[config.mk]
export PLATFORM = sky130hd
export DESIGN_NAME = capture_sequencer
export DESIGN_NICKNAME = d
export VERILOG_FILES = /design/src/rtl/capture_sequencer.sv
export SDC_FILE = /design/constraint.sdc
export NUM_CORES = 1
export LEC_CHECK = 0
export BUFFER_PORTS_ARGS = -buffer_cell sky130_fd_sc_hd__buf_2
export CORE_UTILIZATION = 61
export CTS_BUF_LIST = sky130_fd_sc_hd__clkbuf_2 sky130_fd_sc_hd__clkbuf_4 sky130_fd_sc_hd__clkbuf_8
export DETAILED_ROUTE_END_ITERATION = 7
export GPL_TIMING_DRIVEN = 0
export PLACE_DENSITY_LB_ADDON = 0.12
export SYNTH_ARGS = -nofsm -noshare
export SYNTH_HDL_FRONTEND = slang
export SYNTH_SLANG_ARGS = --single-unit
[constraint.sdc]
create_clock -name clk -period 4 [get_ports clk]
set_input_delay 1.2 -clock clk [delete_from_list [all_inputs] [get_ports clk]]
set_output_delay 1.2 -clock clk [all_outputs]
set_load 0.01 [all_outputs]
[src/rtl/capture_sequencer.sv]
// Trigger/arm/record sequencer: edge-detects masked trigger sources, writes N samples, waits for drain and holdoff.
// Registered state; record is the CAPTURE state gated by fifo_full so no write is ever issued into a full FIFO.
module capture_sequencer #(
  parameter int NUM_TRIG = 4,
  parameter int CNT_W    = 16,
  parameter int HOLD_W   = 8
) (
  input  logic                          clk,
  input  logic                          Reset_n,
  input  logic                          arm,
  input  logic                          disarm,
  input  logic                          force_trig,
  input  logic [NUM_TRIG-1:0]           trig_in,
  input  logic [NUM_TRIG-1:0]           trig_mask,
  input  logic                          auto_rearm,
  input  logic [CNT_W-1:0]              post_count,
  input  logic [HOLD_W-1:0]             holdoff,
  input  logic                          clock_lock,
  input  logic                          fifo_full,
  input  logic                          fifo_empty,
  output logic                          record,
  output logic                          trig_reset,
  output logic                          triggered,
  output logic [$clog2(NUM_TRIG+1)-1:0] trig_src,
  output logic [2:0]                    state,
  output logic                          overflow,
  output logic                          lock_lost
);

  localparam int SRC_W = $clog2(NUM_TRIG + 1);

  localparam logic [2:0] S_IDLE    = 3'd0;
  localparam logic [2:0] S_ARMED   = 3'd1;
  localparam logic [2:0] S_CAPTURE = 3'd2;
  localparam logic [2:0] S_DRAIN   = 3'd3;
  localparam logic [2:0] S_HOLDOFF = 3'd4;

  logic [NUM_TRIG-1:0] prev;
  logic [NUM_TRIG-1:0] rise;
  logic                any_rise;
  logic [SRC_W-1:0]    rise_src;
  logic [CNT_W-1:0]    cnt;
  logic [HOLD_W-1:0]   hcnt;

  // Lowest-index rising source wins; force_trig only shows up when no source rose.
  always_comb begin
    rise     = trig_in & ~prev & trig_mask;
    any_rise = |rise;
    rise_src = SRC_W'(NUM_TRIG);
    for (int i = NUM_TRIG - 1; i >= 0; i--) begin
      if (rise[i]) rise_src = SRC_W'(i);
    end
  end

  assign record = (state == S_CAPTURE) && !fifo_full;

  always_ff @(posedge clk) begin
    if (!Reset_n) begin
      state      <= S_IDLE;
      prev       <= '0;
      cnt        <= '0;
      hcnt       <= '0;
      trig_reset <= 1'b0;
      triggered  <= 1'b0;
      trig_src   <= '0;
      overflow   <= 1'b0;
      lock_lost  <= 1'b0;
    end else begin
      prev       <= trig_in;
      trig_reset <= 1'b0;
      if (state != S_IDLE && !clock_lock) begin
        state     <= S_IDLE;
        triggered <= 1'b0;
        lock_lost <= 1'b1;
      end else if (disarm) begin
        state     <= S_IDLE;
        triggered <= 1'b0;
      end else begin
        case (state)
          S_IDLE: begin
            if (arm && clock_lock) begin
              state     <= S_ARMED;
              overflow  <= 1'b0;
              lock_lost <= 1'b0;
            end
          end
          S_ARMED: begin
            if (force_trig || any_rise) begin
              state     <= S_CAPTURE;
              trig_src  <= rise_src;
              triggered <= 1'b1;
              cnt       <= (post_count == '0) ? CNT_W'(1) : post_count;
            end
          end
          S_CAPTURE: begin
            if (fifo_full) begin
              overflow <= 1'b1;
              state    <= S_DRAIN;
            end else begin
              cnt <= cnt - 1'b1;
              if (cnt <= CNT_W'(1)) state <= S_DRAIN;
            end
          end
          S_DRAIN: begin
            if (fifo_empty) begin
              state      <= S_HOLDOFF;
              hcnt       <= holdoff;
              trig_reset <= 1'b1;
            end
          end
          S_HOLDOFF: begin
            // A load of 0 or 1 both yield a single HOLDOFF cycle.
            if (hcnt <= HOLD_W'(1)) begin
              state     <= auto_rearm ? S_ARMED : S_IDLE;
              triggered <= 1'b0;
            end else begin
              hcnt <= hcnt - 1'b1;
            end
          end
          default: state <= S_IDLE;
        endcase
      end
    end
  end

endmodule

==> summary.md <==
| Metric | Value |
|---|---|
| Status | `complete, no violations` |
| RD Place Congestion | `1.00` |
| Global route overflow | `0` |
| Global-route wire length before repair | `11.1 mm` |
| RSZ-0062 raised after global routing | `false` |
| Largest net degree at the start of global routing | `12` |
| Yosys warns | `0` |
| Die X | `65.0 µm` |
| Vias in the first global route | `2,490` |
| First drt pass iteration count | `8` |
| VDD IR max | `302 µV` |
| FMAX | `314 MHz` |
| Tcrit/Tclk final | `0.797` |
| Startpoint types | `register` |
| Register area share after synthesis | `0.314` |
| Die height | `65.0 µm` |
| Crit path required time | `2.80 ns` |
| Hold Crit Endpoint | `hcnt[6]` |
| Mapped Nets | `358` |
| Hold-fix buffers, CTS | `0` |
| Multi-input logic area | `1520 µm²` |
| Reg2reg path depth | `8` |
| EDFF count, synth | `0` |
| Port-buffer cells | `50` |
| Post-synthesis cell type count | `54` |
| Synthesized area | `2420 µm²` |
| Rows | `22` |
| H-tree levels | `2` |
| Ys flop type | `dfxtp_1` |
| Initial antenna violation count | `0` |
| Synth Instances | `313` |
| Syn_area_per_cell | `7.74 µm²` |
| Initial Util | `0.647` |
| Fill cells | `292` |
| Vias | `2,723` |
| Maximum clock path buffer count | `2` |
| Core area | `3740 µm²` |
| Pleak | `1.16 nW` |
| Worst flop-to-flop path startpoint | `cnt[0]` |
| Hold_sp | `hcnt[6]` |
| Reg2reg end | `cnt[14]` |
| Final clock skew | `0.00925 ns` |
| Die ar. | `4230 µm²` |
| Clk Tree Root Cell | `clkbuf_8` |
| Hold Path Class | `register to register` |
| R2r setup slk | `1.66 ns` |
| Area grow syn2layout | `16.7%` |
| DRT Wirelength | `6.87 mm` |
| CP endpoint kind | `output port` |
| Reg area | `761 µm²` |
| Skew-Pair Late Insertion Delay | `0.29 ns` |
| Post-DP HPWL | `4.94 mm` |
| Synth Register Bits | `38` |
| Design Area, Final | `2830 µm²` |
| P per Cell Area | `295 nW/µm²` |
| Total CTS buffers | `5` |
| Fraction of layout cells with a size suffix above 1 | `0.202` |
| Iter 0 DRT Violations | `338` |
| Post-CTS sizing | `0` |
| Routed WL per cell | `16.4 µm` |
| # setup viols final | `0` |
| Worst-path maximum fanout | `10` |
| Post-DRT Antenna Nets | `0` |
| Commonest non-fill, non-tap cell in the layout | `buf_2` |
| Max Cap Violations | `0` |
| ANT cells | `0` |
| Global Route Usage Sum | `0.337` |
| Dpl ws | `1.09 ns` |
| IO Count | `52` |
| Setup TNS | `0 ns` |
| Minimum clock period | `3.19 ns` |
| Clock-pin slew on the worst setup and hold paths | `0.08 ns` |
| Area after DPL | `2730 µm²` |
| Slew @ Worst Pin | `0.852 ns` |
| Drc violations | `0` |
| Hold path depth | `2` |
| Final #Nets | `415` |
| Crit path DAT | `1.99 ns` |
| Overall Power | `0.834 mW` |
| Sink Count | `38` |
| Via/cell ratio | `6.50` |
| Setup bufs post-CTS | `0` |
| Kind of critical path | `register to output port` |
| CTS tree | `yes` |
| Most frequent cells in the layout | `buf_2, dfxtp_1, nor2_1, nand2_1, a21oi_1` |
| Setup slack after layout | `0.813 ns` |
| Ys async rst share | `0` |
| Slew Limit Fails | `0` |
| Normalized max-slew margin | `0.423` |
| Final hold vios | `0` |
==> area by class of cell <==
class	count	share of cell area
plain buffers	22	0.0367
clock buffers	7	0.0319
clock inverters	1	0.00177
inverters	9	0.0119
multi-input cells	244	0.539
flip-flops and latches	38	0.269
well taps	48	0.0212
repair buffers	50	0.0885
==> worst max-delay path by stage <==
stage | endpoint | from | cells after the start | slack, ns
finish | record | state[1] | 5 | 0.81
global route | record | state[1] | 5 | 0.73
CTS | record | state[1] | 5 | 0.85
detailed placement | cnt[4] | trig_mask[3] | 8 | 1.09
global placement | cnt[2] | trig_mask[3] | 8 | 1.10
floorplan | record | state[1] | 4 | 1.38
==> flip-flops by register name, summed over array words and instances (netlist names) <==
signal and count:
trig_reset 1, cnt 16, state 3, overflow 1, lock_lost 1, triggered 1, prev 4, trig_src 3
hcnt 8
==> cell usage after synthesis (all sizes together), types with 3 or more instances <==
library cell  count  area [µm²]
o41ai             3        26.3
buf               7        47.5
nor2             34         128
nand2            33         124
nand3             9        45.0
and3              3        18.8
nor4             11        68.8
o211ai            3        22.5
a31oi             4        40.0
o31ai            15         113
a211o             4        35.0
nand2b            4        25.0
or3               7        43.8
o21ai            10        50.1
a21oi            25         125
nor3b             7        62.6
inv               9        33.8
nand3b            4        30.0
a22oi             3        22.5
and3b             3        26.3
nand4             3        18.8
and2              4        25.0
o21a              3        22.5
ha                4        50.1
nor3             11        65.1
dfxtp            38         761
o311ai            9        78.8
a31o              3        26.3
clkbuf           15        56.3
==> critical path, cell delays in order (launching register included) <==
cell and delay [ns]:
dfxtp_1 0.45, or3b_1 0.42, clkbuf_1 0.26, clkbuf_1 0.30
nor2_1 0.13, buf_2 0.14
==> layer usage <==
layer,GRT usage,vias to the layer above,share of wire
li1,-,1296,-
met1,0.462,1242,0.43
met2,0.518,168,0.45
met3,0.0634,17,0.10
met4,0.128,0,0.018
met5,0,-,0
==> stage by stage <==
stage	hold WS (ns)	instances	util
finish	0.485	419	0.755
global placement	0.451	411	0.730
global route	0.515	419	0.755
floorplan	0.449	313	-
detailed placement	0.472	411	0.730
CTS	0.482	419	0.755
==> report_power, final <==
part           switching (mW)  internal [mW]
Clock                   0.138          0.146
Sequential            0.00762          0.386
Combinational          0.0947         0.0613
Total                   0.240          0.594
==> cells by family after synthesis <==
group | Yosys count | share of synthesized area
simple gates | 140 | 0.302
compound gates | 98 | 0.298
flops | 38 | 0.314
buf+inv | 31 | 0.0568
fa+ha+maj | 4 | 0.0207
mux | 2 | 0.00826
No activity file was read; power rests on OpenSTA's default activity.
